### config.mk
export PLATFORM = sky130hd
export DESIGN_NAME = msg_sender_flat
export DESIGN_NICKNAME = d
export VERILOG_FILES = /design/src/rtl/msg_sender_pkg.sv /design/src/rtl/msg_sender_if.sv /design/src/rtl/msg_sender_rise_edge_det.sv /design/src/rtl/msg_sender.sv /design/src/flat_wrapper.sv
export SDC_FILE = /design/constraint.sdc
export NUM_CORES = 1
export LEC_CHECK = 0
export CAP_MARGIN = 25
export CELL_PAD_IN_SITES_DETAIL_PLACEMENT = 1
export CELL_PAD_IN_SITES_GLOBAL_PLACEMENT = 1
export CORE_MARGIN = 2
export CORE_UTILIZATION = 40
export CTS_CLUSTER_DIAMETER = 200
export DETAILED_ROUTE_END_ITERATION = 12
export DONT_BUFFER_PORTS = 1
export PLACE_DENSITY_LB_ADDON = 0.25
export SYNTH_ARGS = -nofsm -noshare
export SYNTH_HDL_FRONTEND = slang
export SYNTH_SLANG_ARGS = --single-unit
### constraint.sdc
create_clock -name clk -period 3.3 [get_ports clk]
set_input_delay 0.99 -clock clk [delete_from_list [all_inputs] [get_ports clk]]
set_output_delay 0.99 -clock clk [all_outputs]
set_load 0.02 [all_outputs]
### src/rtl/msg_sender_pkg.sv
// -----------------------------------------------------------------------------
// msg_sender_pkg
// Shared types and constants for the msg_sender block.
//   state_t   : sequencer states (SUFFIX exists only with MSG_SENDER_CRLF_EN)
//   ASCII_CR  : carriage return appended after each pass (CRLF build)
//   ASCII_LF  : line feed appended after each pass (CRLF build)
//   min_len() : clamp helper used when latching the message length
// Optional feature macro: MSG_SENDER_CRLF_EN
// -----------------------------------------------------------------------------
package msg_sender_pkg;

  typedef enum logic [1:0] {
    IDLE,
    SEND,
    GAP
`ifdef MSG_SENDER_CRLF_EN
    ,
    SUFFIX
`endif
  } state_t;

  localparam logic [7:0] ASCII_CR = 8'h0D;
  localparam logic [7:0] ASCII_LF = 8'h0A;

  function automatic int unsigned min_len(input int unsigned a, input int unsigned b);
    return (a < b) ? a : b;
  endfunction

endpackage

### src/rtl/msg_sender_if.sv
// -----------------------------------------------------------------------------
// msg_sender_if
// Character stream from msg_sender to the UART transmitter.
//   tx_data  : character offered to the sink
//   tx_valid : tx_data is valid
//   tx_ready : sink accepts tx_data this cycle
// Modports: master (sender side), slave (UART side).
// -----------------------------------------------------------------------------
interface msg_sender_if #(
  parameter int DATA_W = 8
);

  logic [DATA_W-1:0] tx_data;
  logic              tx_valid;
  logic              tx_ready;

  modport master (output tx_data, output tx_valid, input tx_ready);
  modport slave  (input tx_data, input tx_valid, output tx_ready);

endinterface

### src/rtl/msg_sender_rise_edge_det.sv
// -----------------------------------------------------------------------------
// rise_edge_det
// Registered rising-edge detector.
//   clk    : system clock
//   rst_n  : asynchronous active-low reset (history cleared to 0)
//   d_i    : level input
//   rise_o : high while d_i=1 and the previous sampled value was 0
// -----------------------------------------------------------------------------
module rise_edge_det (
  input  logic clk,
  input  logic rst_n,
  input  logic d_i,
  output logic rise_o
);

  logic prev_q;

  always_ff @(posedge clk or negedge rst_n) begin
    if (!rst_n) begin
      prev_q <= 1'b0;
    end else begin
      prev_q <= d_i;
    end
  end

  assign rise_o = d_i & ~prev_q;

endmodule

### src/rtl/msg_sender.sv
// -----------------------------------------------------------------------------
// msg_sender
// Sends a runtime-loaded message (up to MSG_LEN characters) to a UART
// transmitter over a valid/ready stream. Single-shot or repeat mode, optional
// idle gap after every accepted character, and abort.
// Ports:
//   clk, rst_n   : clock, asynchronous active-low reset
//   trigger_i    : start request (rising edge only, in IDLE)
//   repeat_en_i  : resend continuously, checked at each pass boundary
//   abort_i      : stop and return to IDLE on the next edge
//   cfg_len_i    : message length, clamped to MSG_LEN and latched at start
//   wr_en_i, wr_addr_i, wr_data_i : buffer write port (IDLE only)
//   tx           : msg_sender_if.master stream towards the UART
//   busy_o       : not IDLE
//   done_o       : high on the handshake that completes a pass
//   byte_idx_o   : index of the character currently offered
// Optional feature macro: MSG_SENDER_CRLF_EN (appends CR, LF to every pass).
// -----------------------------------------------------------------------------
module msg_sender
  import msg_sender_pkg::*;
#(
  parameter int MSG_LEN    = 16,
  parameter int DATA_W     = 8,
  parameter int GAP_CYCLES = 0,
  parameter int IDX_W      = $clog2(MSG_LEN + 1)
) (
  input  logic                clk,
  input  logic                rst_n,
  input  logic                trigger_i,
  input  logic                repeat_en_i,
  input  logic                abort_i,
  input  logic [IDX_W-1:0]    cfg_len_i,
  input  logic                wr_en_i,
  input  logic [IDX_W-1:0]    wr_addr_i,
  input  logic [DATA_W-1:0]   wr_data_i,
  msg_sender_if.master        tx,
  output logic                busy_o,
  output logic                done_o,
  output logic [IDX_W-1:0]    byte_idx_o
);

  // The internal index carries one extra bit so the CR/LF positions (L, L+1)
  // always fit even when L == MSG_LEN.
  localparam int CW = IDX_W + 1;
`ifdef MSG_SENDER_CRLF_EN
  localparam int EXTRA = 2;
`else
  localparam int EXTRA = 0;
`endif
  localparam int GCW = (GAP_CYCLES > 1) ? $clog2(GAP_CYCLES) : 1;
  localparam logic [GCW-1:0] GAP_LOAD = GCW'((GAP_CYCLES > 0) ? GAP_CYCLES - 1 : 0);

  state_t              state_q, state_d;
  logic [CW-1:0]       idx_q, idx_d;
  logic [IDX_W-1:0]    len_q, len_d;
  logic [GCW-1:0]      gap_q, gap_d;
  logic [DATA_W-1:0]   tx_data_q, tx_data_d;
  logic                tx_valid_q, tx_valid_d;
  logic                done_d;

  logic [DATA_W-1:0]   buf_q [MSG_LEN];
  logic [MSG_LEN-1:0]  wr_sel;

  logic                trig_rise;
  logic [IDX_W-1:0]    len_eff;
  logic [CW-1:0]       last_idx;
  logic [CW-1:0]       seq_idx;
  logic [CW-1:0]       rd_idx;
  logic [DATA_W-1:0]   rd_char;
  state_t              present_state;
  logic                handshake;

  rise_edge_det u_trig (
    .clk    (clk),
    .rst_n  (rst_n),
    .d_i    (trigger_i),
    .rise_o (trig_rise)
  );

  assign len_eff   = IDX_W'(min_len(32'(cfg_len_i), 32'(MSG_LEN)));
  assign last_idx  = CW'(len_q) + CW'(EXTRA) - CW'(1);
  assign handshake = tx_valid_q & tx.tx_ready;

  // ---------------------------------------------------------------------------
  // Message buffer: writes only land while IDLE; out-of-range addresses match
  // no entry and are dropped.
  // ---------------------------------------------------------------------------
  for (genvar gi = 0; gi < MSG_LEN; gi++) begin : g_wr_sel
    assign wr_sel[gi] = wr_en_i && (state_q == IDLE) && (wr_addr_i == IDX_W'(gi));
  end

  always_ff @(posedge clk or negedge rst_n) begin
    if (!rst_n) begin
      for (int i = 0; i < MSG_LEN; i++) begin
        buf_q[i] <= '0;
      end
    end else begin
      for (int i = 0; i < MSG_LEN; i++) begin
        if (wr_sel[i]) begin
          buf_q[i] <= wr_data_i;
        end
      end
    end
  end

  // ---------------------------------------------------------------------------
  // Index of the character to be presented next. In GAP the index was already
  // advanced on the handshake, so it is used as is.
  // ---------------------------------------------------------------------------
  always_comb begin
    seq_idx = (idx_q == last_idx) ? '0 : idx_q + CW'(1);
    if (state_q == GAP) begin
      rd_idx = idx_q;
    end else if (state_q == IDLE) begin
      rd_idx = '0;
    end else begin
      rd_idx = seq_idx;
    end
  end

  always_comb begin
`ifdef MSG_SENDER_CRLF_EN
    present_state = (rd_idx >= CW'(len_q)) ? SUFFIX : SEND;
`else
    present_state = SEND;
`endif
  end

  always_comb begin
    rd_char = '0;
    for (int i = 0; i < MSG_LEN; i++) begin
      if (rd_idx == CW'(i)) begin
        rd_char = buf_q[i];
      end
    end
`ifdef MSG_SENDER_CRLF_EN
    // Suffix positions override whatever the buffer holds at index L / L+1.
    if (rd_idx == CW'(len_q)) begin
      rd_char = DATA_W'(ASCII_CR);
    end else if (rd_idx == CW'(len_q) + CW'(1)) begin
      rd_char = DATA_W'(ASCII_LF);
    end
`endif
  end

  // ---------------------------------------------------------------------------
  // Sequencer next-state / outputs
  // ---------------------------------------------------------------------------
  always_comb begin
    state_d    = state_q;
    idx_d      = idx_q;
    len_d      = len_q;
    gap_d      = gap_q;
    tx_data_d  = tx_data_q;
    tx_valid_d = tx_valid_q;
    done_d     = 1'b0;

    unique case (state_q)
      IDLE: begin
        if (trig_rise && (len_eff != '0)) begin
          len_d      = len_eff;
          idx_d      = '0;
          state_d    = SEND;
          tx_valid_d = 1'b1;
          tx_data_d  = rd_char;
        end
      end
`ifdef MSG_SENDER_CRLF_EN
      SEND, SUFFIX: begin
`else
      SEND: begin
`endif
        if (handshake) begin
          done_d = (idx_q == last_idx);
          if ((idx_q != last_idx) || repeat_en_i) begin
            idx_d = seq_idx;
            if (GAP_CYCLES > 0) begin
              state_d    = GAP;
              tx_valid_d = 1'b0;
              gap_d      = GAP_LOAD;
            end else begin
              state_d   = present_state;
              tx_data_d = rd_char;
            end
          end else begin
            state_d    = IDLE;
            tx_valid_d = 1'b0;
            tx_data_d  = '0;
            idx_d      = '0;
          end
        end
      end
      GAP: begin
        if (gap_q == '0) begin
          state_d    = present_state;
          tx_valid_d = 1'b1;
          tx_data_d  = rd_char;
        end else begin
          gap_d = gap_q - GCW'(1);
        end
      end
      default: begin
        state_d    = IDLE;
        tx_valid_d = 1'b0;
        tx_data_d  = '0;
        idx_d      = '0;
      end
    endcase

    // Abort wins over a same-cycle handshake; that character still counts as
    // delivered on the sink side, but the pass is not reported as done.
    if (abort_i && (state_q != IDLE)) begin
      state_d    = IDLE;
      tx_valid_d = 1'b0;
      tx_data_d  = '0;
      idx_d      = '0;
      done_d     = 1'b0;
    end
  end

  always_ff @(posedge clk or negedge rst_n) begin
    if (!rst_n) begin
      state_q    <= IDLE;
      idx_q      <= '0;
      len_q      <= '0;
      gap_q      <= '0;
      tx_data_q  <= '0;
      tx_valid_q <= 1'b0;
    end else begin
      state_q    <= state_d;
      idx_q      <= idx_d;
      len_q      <= len_d;
      gap_q      <= gap_d;
      tx_data_q  <= tx_data_d;
      tx_valid_q <= tx_valid_d;
    end
  end

  assign tx.tx_data  = tx_data_q;
  assign tx.tx_valid = tx_valid_q;
  assign busy_o      = (state_q != IDLE);
  assign done_o      = done_d;
  assign byte_idx_o  = idx_q[IDX_W-1:0];

endmodule

### src/flat_wrapper.sv
// flat-port wrapper written by rule: the top's interface ports become plain ports
module msg_sender_flat import msg_sender_pkg::*;
#(
  parameter int MSG_LEN    = 16,
  parameter int DATA_W     = 8,
  parameter int GAP_CYCLES = 0,
  parameter int IDX_W      = $clog2(MSG_LEN + 1)
)
  (clk, rst_n, trigger_i, repeat_en_i, abort_i, cfg_len_i, wr_en_i, wr_addr_i, wr_data_i, busy_o, done_o, byte_idx_o, tx_tx_data, tx_tx_valid, tx_tx_ready);
  msg_sender_if #(.DATA_W(DATA_W)) tx_i ();
  input  logic clk;
  input  logic rst_n;
  input  logic trigger_i;
  input  logic repeat_en_i;
  input  logic abort_i;
  input  logic [IDX_W-1:0] cfg_len_i;
  input  logic wr_en_i;
  input  logic [IDX_W-1:0] wr_addr_i;
  input  logic [DATA_W-1:0] wr_data_i;
  output logic busy_o;
  output logic done_o;
  output logic [IDX_W-1:0] byte_idx_o;
  output wire logic [$bits(tx_i.tx_data)-1:0] tx_tx_data;
  output wire logic [$bits(tx_i.tx_valid)-1:0] tx_tx_valid;
  input wire logic [$bits(tx_i.tx_ready)-1:0] tx_tx_ready;
  assign tx_tx_data = tx_i.tx_data;
  assign tx_tx_valid = tx_i.tx_valid;
  assign tx_i.tx_ready = tx_tx_ready;
  msg_sender #(.MSG_LEN(MSG_LEN), .DATA_W(DATA_W), .GAP_CYCLES(GAP_CYCLES), .IDX_W(IDX_W)) u_core (.clk(clk), .rst_n(rst_n), .trigger_i(trigger_i), .repeat_en_i(repeat_en_i), .abort_i(abort_i), .cfg_len_i(cfg_len_i), .wr_en_i(wr_en_i), .wr_addr_i(wr_addr_i), .wr_data_i(wr_data_i), .tx(tx_i), .busy_o(busy_o), .done_o(done_o), .byte_idx_o(byte_idx_o));
endmodule
==> flow_metrics.env <==
export IMPL_syn_to_final_growth_pct=15.6
export IMPL_rows=50
export IMPL_core_area_sq_um=18700
export IMPL_path_class="flip-flop to flip-flop"
export IMPL_final_cell_mix="dfrtp_1 (150), mux2_2 (134), buf_4 (47)"
export IMPL_crit_family="compound AO/OA/AOI/OAI gates"
export IMPL_antenna_found_initial=0
export IMPL_total_power_mw=5.77
export IMPL_syn_avg_cell_area_sq_um=11.4
export IMPL_synth_enable_flop_cells=0
export IMPL_grt_pass1_wl_microns=39000
export IMPL_synth_compound_area_share=0.154
export IMPL_synth_cell_types=73
export IMPL_post_drt_wl_per_cell_microns=27.0
export IMPL_initial_core_util=0.409
export IMPL_routed_wl_microns=25500
export IMPL_place_ws_ns=0.0192
export IMPL_clock_root_buffer="clkbuf_16"
export IMPL_grt_start_max_net_pins=151
export IMPL_cp_end_kind="flip-flop"
export IMPL_setup_slack_ns=0.0680
export IMPL_critPathLaunchType="flip-flop"
export IMPL_drt_pass1_iterations=6
export IMPL_gp_congestion=0.893
export IMPL_grt_total_usage=0.262
export IMPL_cpMaxStageDelayCell="or4_4"
export IMPL_hp_class="input port to async pin"
export IMPL_clock_latency_ns=0.44
export IMPL_synth_area_leaders="dfrtp_1 (49%), mux2_2 (20%), o21ai_0 (2.2%)"
export IMPL_setup_viol=0
export IMPL_synthXorXnorAreaFrac=0.0103
export IMPL_overflow=0
export IMPL_syn_num_nets=698
export IMPL_ant_nets=0
export IMPL_cp_data_arrival_time_ns=3.55
export IMPL_finalClockSkew_ns=0.0104
export IMPL_p_leak_nw=3.85
export IMPL_dieArea_sq_um=20200
export IMPL_vias_per_cell=6.33
export IMPL_fillers=1964
export IMPL_dr_first_iter_drc_count=391
export IMPL_clk_path_buf_depth=2
export IMPL_yosys_warnings=0
export IMPL_p_per_area_nw_per_um2=652
export IMPL_path_clk_slew_ns=0.07
export IMPL_cts_inserted_buffers=17
export IMPL_dpl_cell_count=900
export IMPL_first_global_vias=6384
export IMPL_timing_hold_ws_ns=0.247
export IMPL_slew_viol_final=0
export IMPL_num_io_pins=41
export IMPL_cp_cell_sequence="or4_4 -> or3_1 -> nand4_1 -> buf_4 -> buf_4 -> o221ai_1 -> buf_4 -> a221o_1 -> a2111oi_4 -> o21ai_1"
export IMPL_cts_tree="done"
export IMPL_hold_viol=0
export IMPL_num_vias=5973
export IMPL_stdcell_count=943
export IMPL_slew_headroom=0.430
export IMPL_cp_num_buf_inv=3
export IMPL_synthCells=671
export IMPL_portBuffers=0
export IMPL_fp_dieW_microns=142
export IMPL_synth_cell_area_sq_um=7650
export IMPL_critical_path_required_ns=3.62
export IMPL_worst_pin_slew_ns=0.844
export IMPL_cp_slowest_stage_delay_ns=0.53
export IMPL_die_h_microns=142
export IMPL_ys_async_sr_fraction=1.00
export IMPL_synthAdderAreaFrac=0.00327
export IMPL_yosys_mux_area_fraction=0.208
export IMPL_vdd_drop_max_mv=0.376
export IMPL_synth_simple_area_share=0.106
export IMPL_nets=723
export IMPL_yosysSeqAreaShare=0.491
export IMPL_final_common_cell="dfrtp_1"
export IMPL_ys_seq_elements=150
export IMPL_post_route_period_util=0.979
export IMPL_status="completed"
export IMPL_yosysTopAreaCell="dfrtp_1"
export IMPL_hpwl_microns=17400
export IMPL_fmax_ghz=0.309
export IMPL_layout_drive_gt1_share=0.344
export IMPL_cts_num_sinks=150
export IMPL_cp_max_fo=6
export IMPL_postCtsHoldBufs=0
export IMPL_htreeDepth=4
export IMPL_ys_flop_type="dfrtp_1"
export IMPL_cpMostUsedCell="buf_4"
export IMPL_final_min_clock_period_ns=3.23
export IMPL_drc=0
export IMPL_n_antenna_cell=0
export IMPL_synth_top_family_by_area="multiplexers"
export IMPL_cap_violations=0
export IMPL_yosysTopAreaCellShare=0.491
==> worst paths after layout <==
path | from | to | slack, ns | cells past startpoint
worst max-delay path | u_core.len_q[2]$_DFFE_PN0P_ | u_core.tx.tx_data[7]$_DFFE_PN0P_ | 0.07 | 10
worst min-delay path | rst_n | u_core.buf_q[120]$_DFFE_PN0P_ | 0.25 | 0
worst max register to register | u_core.len_q[2]$_DFFE_PN0P_ | u_core.tx.tx_data[7]$_DFFE_PN0P_ | 0.07 | 10
worst min register to register | u_core.buf_q[64]$_DFFE_PN0P_ | u_core.buf_q[64]$_DFFE_PN0P_ | 0.50 | 1
max in group asynchronous | rst_n | u_core.buf_q[49]$_DFFE_PN0P_ | 2.80 | 0
min in group clk | u_core.buf_q[64]$_DFFE_PN0P_ | u_core.buf_q[64]$_DFFE_PN0P_ | 0.50 | 1
==> routing by layer <==
metal | vias to the layer above | share of wire | global-route usage
met5 | - | 0 | 0
met4 | 0 | 0.041 | 0.119
met3 | 54 | 0.066 | 0.0612
met2 | 206 | 0.49 | 0.431
met1 | 3151 | 0.40 | 0.328
li1 | 2562 | - | -
==> state kept, by name, summed over array words and instances, names as in the netlist <==
| name | count |
|---|---|
| u_core.state_q | 1 |
| u_core.tx.tx_data | 8 |
| u_core.u_trig.prev_q | 1 |
| u_core.len_q | 5 |
| u_core.buf_q | 128 |
| u_core.tx.tx_valid | 1 |
| u_core.idx_q | 6 |
==> cell usage after synthesis, drive strengths merged (8+ instances only) <==
cell type	count
clkbuf	31
nand2	45
a32oi	8
buf	11
o21ai	37
nand3	10
mux2	134
a21oi	24
nor2	37
mux2i	8
nor3	15
dfrtp	150
nand2b	14
and3	12
a22oi	13
==> what timing repair did <==
item / in CTS / in global routing
endpoints found under the setup margin: 2 / 7
pin swaps: 5 / 4
buffers inserted: 6 / 5
resized for setup: 11 / 14
hold endpoints to repair: 0 / 0
==> area by class of cell <==
class / count / area, sq um / share of cell area
clock buffer: 19 / 453 / 0.0512
clock inverter: 13 / 150 / 0.0170
inverter: 5 / 18.8 / 0.00212
multi-input combinational: 474 / 3810 / 0.431
sequential: 150 / 3750 / 0.424
tap: 234 / 293 / 0.0331
timing repair buffer: 48 / 364 / 0.0412
==> logic make-up (layout without fill, tap and decap cells) <==
kind of cell,count (synthesis),in the layout
compound gates,158,158
simple gates,163,163
flops,150,150
buf+inv,47,85
mux,142,142
xor+xnor,9,9
fa+ha+maj,2,2
==> power breakdown <==
| group | switching (mW) | internal, mW | total [mW] |
|---|---|---|---|
| sequential | 0.309 | 2.21 | 2.52 |
| combinational | 0.646 | 0.582 | 1.23 |
| clock | 0.896 | 1.12 | 2.02 |
| total | 1.85 | 3.91 | 5.77 |
==> per-stage QoR <==
step,instance area [sq um],utilization,TNS (ns)
global route,8840,0.473,-0.0202
global placement,8030,0.429,0
floorplan,7650,-,0
CTS,8710,0.466,-0.00878
finish,8840,0.473,0
detailed placement,8030,0.429,0
Note: power is estimated with default switching activity, not from simulation.
